`src/rtl/uart_tx_fifo.sv`:
```
// uart_tx_fifo: buffered 8N1 UART transmitter.
// Bytes written by the host are queued in a DEPTH-entry circular FIFO. They are
// sent LSB first as start(0), data[7:0], stop(1). Each bit lasts max(baud_cnt, 4)
// clocks. The bit period is latched when a frame is loaded.
//
// Ports:
//   clk       system clock
//   rst_n     asynchronous active-low reset
//   baud_cnt  clocks per bit (values below 4 are treated as 4)
//   wr_en     push wr_data into the FIFO (ignored while full)
//   wr_data   byte to transmit
//   full      FIFO holds DEPTH entries (registered)
//   empty     FIFO holds no entries (registered)
//   TX        serial line, idles high (registered)
//   busy      a frame is in progress
//   tx_done   one-cycle pulse after the end of each stop bit
module uart_tx_fifo #(
  parameter int unsigned DEPTH = 4
) (
  input  logic        clk,
  input  logic        rst_n,
  input  logic [15:0] baud_cnt,
  input  logic        wr_en,
  input  logic [7:0]  wr_data,
  output logic        full,
  output logic        empty,
  output logic        TX,
  output logic        busy,
  output logic        tx_done
);

  localparam int unsigned AW = $clog2(DEPTH);
  localparam int unsigned CW = AW + 1;

  typedef enum logic {IDLE, SEND} state_t;

  state_t          state, state_nxt;
  logic [7:0]      mem [DEPTH];
  logic [AW-1:0]   rd_ptr, wr_ptr;
  logic [CW-1:0]   count, count_nxt;
  logic            wr_ok, pop, shift, done;
  logic [15:0]     n_eff, n_reg, timer;
  logic [3:0]      bit_cnt;
  logic [8:0]      shift_reg;
  logic            bit_end;

  assign wr_ok   = wr_en && !full;
  assign n_eff   = (baud_cnt < 16'd4) ? 16'd4 : baud_cnt;
  assign bit_end = (timer == n_reg - 16'd1);

  // FIFO occupancy
  always_comb begin
    count_nxt = count;
    unique case ({wr_ok, pop})
      2'b10:   count_nxt = count + CW'(1);
      2'b01:   count_nxt = count - CW'(1);
      default: count_nxt = count;
    endcase
  end

  always_ff @(posedge clk or negedge rst_n) begin
    if (!rst_n) begin
      rd_ptr <= '0;
      wr_ptr <= '0;
      count  <= '0;
      full   <= 1'b0;
      empty  <= 1'b1;
    end else begin
      if (wr_ok) wr_ptr <= wr_ptr + AW'(1);
      if (pop)   rd_ptr <= rd_ptr + AW'(1);
      count <= count_nxt;
      full  <= (count_nxt == CW'(DEPTH));
      empty <= (count_nxt == '0);
    end
  end

  always_ff @(posedge clk) begin
    if (wr_ok) mem[wr_ptr] <= wr_data;
  end

  // FSM
  always_ff @(posedge clk or negedge rst_n) begin
    if (!rst_n) state <= IDLE;
    else        state <= state_nxt;
  end

  always_comb begin
    state_nxt = state;
    pop       = 1'b0;
    shift     = 1'b0;
    done      = 1'b0;
    unique case (state)
      IDLE: begin
        if (!empty) begin
          pop       = 1'b1;
          state_nxt = SEND;
        end
      end
      SEND: begin
        if (bit_end) begin
          if (bit_cnt == 4'd9) begin
            done = 1'b1;
            if (!empty) pop = 1'b1;
            else        state_nxt = IDLE;
          end else begin
            shift = 1'b1;
          end
        end
      end
      default: state_nxt = IDLE;
    endcase
  end

  // Datapath. TX is a separate register tracking the bit that shift_reg[0]
  // holds after this edge, so that it can reset high while shift_reg resets to 0.
  always_ff @(posedge clk or negedge rst_n) begin
    if (!rst_n) begin
      timer     <= '0;
      bit_cnt   <= '0;
      shift_reg <= '0;
      n_reg     <= '0;
      TX        <= 1'b1;
      busy      <= 1'b0;
      tx_done   <= 1'b0;
    end else begin
      tx_done <= done;
      if (pop) begin
        shift_reg <= {mem[rd_ptr], 1'b0};
        TX        <= 1'b0;
        timer     <= '0;
        bit_cnt   <= '0;
        n_reg     <= n_eff;
        busy      <= 1'b1;
      end else if (shift) begin
        shift_reg <= {1'b1, shift_reg[8:1]};
        TX        <= shift_reg[1];
        timer     <= '0;
        bit_cnt   <= bit_cnt + 4'd1;
      end else if (done) begin
        TX      <= 1'b1;
        busy    <= 1'b0;
        timer   <= '0;
        bit_cnt <= '0;
      end else if (state == SEND) begin
        timer <= timer + 16'd1;
      end
    end
  end

endmodule

```
`config.mk`:
```
export PLATFORM = sky130hd
export DESIGN_NAME = uart_tx_fifo
export DESIGN_NICKNAME = d
export VERILOG_FILES = /design/src/rtl/uart_tx_fifo.sv
export SDC_FILE = /design/constraint.sdc
export NUM_CORES = 1
export LEC_CHECK = 0
export BUFFER_PORTS_ARGS = -buffer_cell sky130_fd_sc_hd__buf_2
export CORE_ASPECT_RATIO = 0.5
export CORE_MARGIN = 1.5
export CORE_UTILIZATION = 65
export DETAILED_ROUTE_END_ITERATION = 8
export PLACE_DENSITY = 0.82
export SLEW_MARGIN = 20
export SYNTH_ARGS = -nofsm -noshare
export SYNTH_HDL_FRONTEND = slang
export SYNTH_SLANG_ARGS = --single-unit
export TNS_END_PERCENT = 20
```
`constraint.sdc`:
```
create_clock -name clk -period 8.8 [get_ports clk]
set_clock_uncertainty 0.1 [all_clocks]
set_input_delay 1.76 -clock clk [delete_from_list [all_inputs] [get_ports clk]]
set_output_delay 1.76 -clock clk [all_outputs]
set_load 0.005 [all_outputs]
```
==> flow_metrics.py <==
metrics = {
    "run_status": {
        "status": "completed",
    },
    "final_layout": {
        "area_delta_synth_final_pct": 10.4,
        "largest_register_ffs": 32,
        "postLayoutCellArea_mm2": 0.00508,
        "fin_nets": 461,
        "layout-drive-gt1-share_pct": 20.3,
        "diodes": 0,
    },
    "logic_synthesis": {
        "synth_area_leaders": "dfrtp_1, edfxtp_1, mux4_2",
        "yosys.area.top_type": "dfrtp_1",
        "syn_area_mm2": 0.00460,
        "synthDistinctLibCells": 66,
        "yosysSeqAreaShare_pct": 51.9,
        "netlist.area_leader.share_pct": 29.9,
        "avgSynthCellArea_um2": 11.6,
        "synth_ff_type": "dfrtp_1",
        "synth_commonest_cells": "dfrtp_1, edfxtp_1, nand2_1",
        "synth-seq-cells": 89,
        "synth_edf_count": 32,
        "synthCells": 398,
        "yosysMostFrequentCell": "dfrtp_1",
        "yosysWarnings": 0,
        "syn_nets": 435,
        "ys_async_sr_fraction_pct": 64.0,
    },
    "place": {
        "place_area_mm2": 0.00479,
        "io_buffers": 31,
        "post-dp-hpwl_um": 6580,
        "gp_congestion": 0.915,
    },
    "worst_setup_path": {
        "critPathLaunchType": "flop",
        "slowest_stage": "or3b_2",
        "crit_family": "simple AND/OR/NAND/NOR gates",
        "required_ns": 8.97,
        "path_buf_inv": 3,
        "crit_type": "flop to flop",
        "slowest_delay_ns": 0.52,
        "crit_path_max_fanout": 37,
        "cp.arrival_ns": 4.72,
        "crit_path_cell_trace": "inv_1 > ha_1 > or3b_2 > o41ai_1 > a21oi_1 > nand3b_1 > a41oi_4 > buf_4 > inv_1 > ha_1 > fa_1 > mux2_2 > or2_2 > nor2_1",
        "end_kind": "flop",
    },
    "job": {
        "drv_cap": 0,
    },
    "clock_tree": {
        "clk_pin_slew_ns": 0.06,
        "cts_buffers": 9,
        "post_cts_resize_count": 0,
        "cts_tree": "done",
        "cts_root_buf": "clkbuf_16",
        "postCtsSetupBuffers": 0,
        "clk_latency_ns": 0.34,
        "ctsHoldBuffers": 0,
        "clock-sinks": 89,
        "h-tree-depth": 3,
        "clk_path_buf_depth": 2,
    },
    "sta": {
        "slew_violations": 0,
        "worstMarginPinSlew_ns": 0.821,
        "fin_setup_tns_ns": 0,
        "setup_viol": 0,
        "finalHoldViolCount": 0,
        "fin_crit_ns": 4.55,
        "finalCritPeriodShare_pct": 51.7,
        "max_slew_margin_pct": 45.1,
        "rsz0062_at_grt": "no",
        "fmax_ghz": 0.220,
    },
    "pwr": {
        "seqPwrFrac_pct": 48.2,
        "vdd_ir_drop_max_mv": 0.164,
        "p_int_w": 0.000882,
        "switching_power_w": 0.000439,
        "p_leak_nw": 2.18,
        "p_comb_share_pct": 24.2,
        "powerDensity_mw_per_mm2": 260,
        "p_clk_share_pct": 27.6,
        "swShare_pct": 33.2,
    },
    "route": {
        "route.met2.wl_um": 4510,
        "met3_length_um": 407,
        "drt_iter0_drc": 352,
        "drcViolationCount": 0,
        "dr.pass1.iters": 5,
        "vias": 3219,
        "top_layer": "met4",
        "wl_per_cell_um": 17.9,
        "m1WireLength_um": 4190,
        "ant_nets": 0,
        "wirelength_um": 9300,
        "drt-vias-per-instance": 6.18,
    },
    "global_route": {
        "grt_pass1_vias": 3197,
        "grt.total_usage_pct": 26.9,
        "antenna_found_initial": 0,
        "grt_max_degree": 58,
        "grt_first_pass_wirelength_um": 15700,
        "overflow": 0,
    },
    "floorplanning": {
        "die_area_mm2": 0.00763,
        "die_w_um": 122,
        "placementRows": 21,
        "core_area_mm2": 0.00678,
        "die_h_um": 62.5,
        "start_util_pct": 67.9,
        "ioPinCount": 32,
    },
    "worst_hold_path": {
        "hp-class": "flop to flop",
    },
}
## per-stage QoR
stage | hold slack (ns) | std cells | util [%] | power, W | setup slack, ns
floorplan | 0.346 | 398 | - | 0.000867 | 4.71
detailed placement | 0.399 | 505 | 70.6 | 0.000957 | 4.35
global route | 0.434 | 521 | 75.0 | 0.00140 | 3.96
CTS | 0.407 | 521 | 74.8 | 0.00133 | 4.34
finish | 0.404 | 521 | 75.0 | 0.00132 | 4.25
global placement | 0.361 | 505 | 70.6 | 0.000924 | 4.57
## cell usage in the layout, fill, tap and decap left out, drive strengths merged, types with 8 or more instances in the layout
cell type,count
buf,33
nand2,28
nor3,11
o21ai,15
nand3,14
ha,9
and3,8
xnor2,15
dfrtp,55
inv,20
a31oi,14
edfxtp,32
nor2,24
mux2,15
mux4,8
a21oi,21
nor4,8
clkbuf,9
## power by group through the flow
stage / Combinational [W] / Sequential [W] / Clock [W]
finish: 0.000320 / 0.000637 / 0.000365
floorplan: 0.000285 / 0.000582 / 0
global placement: 0.000293 / 0.000631 / 0
CTS: 0.000318 / 0.000635 / 0.000372
global route: 0.000357 / 0.000649 / 0.000389
detailed placement: 0.000315 / 0.000642 / 0
## metal layers
metal  vias to the layer above  track usage (%)
met3                        20             6.84
li1                       1531                -
met1                      1568             36.4
met4                         0             8.68
met2                       100             43.0
met5                         -                0
## kinds of logic (layout without fill, tap and decap cells)
family          after synthesis  after routing  synth area share, %
flops                        89             89                 51.9
simple gates                134            134                 15.8
buf+inv                      34             65                 3.56
mux                          30             30                 9.67
xor+xnor                     22             22                 4.18
fa+ha+maj                    10             10                 2.88
compound gates               79             79                 12.0
## layout make-up
cell class	count	area, um2
inverter	16	60.1
clock inverter	7	61.3
clock buffer	9	225
timing repair buffer	33	170
tap	92	115
multi-input combinational	275	2060
sequential	89	2390
fill	456	1700
## worst paths after layout
check | from | endpoint | slack (ns) | depth (start not counted)
hold reg to reg | count[2] | count[2] | 0.40 | 1
hold / removal | count[2] | count[2] | 0.40 | 1
setup reg to reg | n_reg[0] | empty | 4.25 | 14
max in group asynchronous | rst_n | rd_ptr[0] | 6.66 | 2
min in group asynchronous | rst_n | n_reg[15] | 1.46 | 2
setup / recovery | n_reg[0] | empty | 4.25 | 14
No activity file was read; power rests on OpenSTA's default activity.
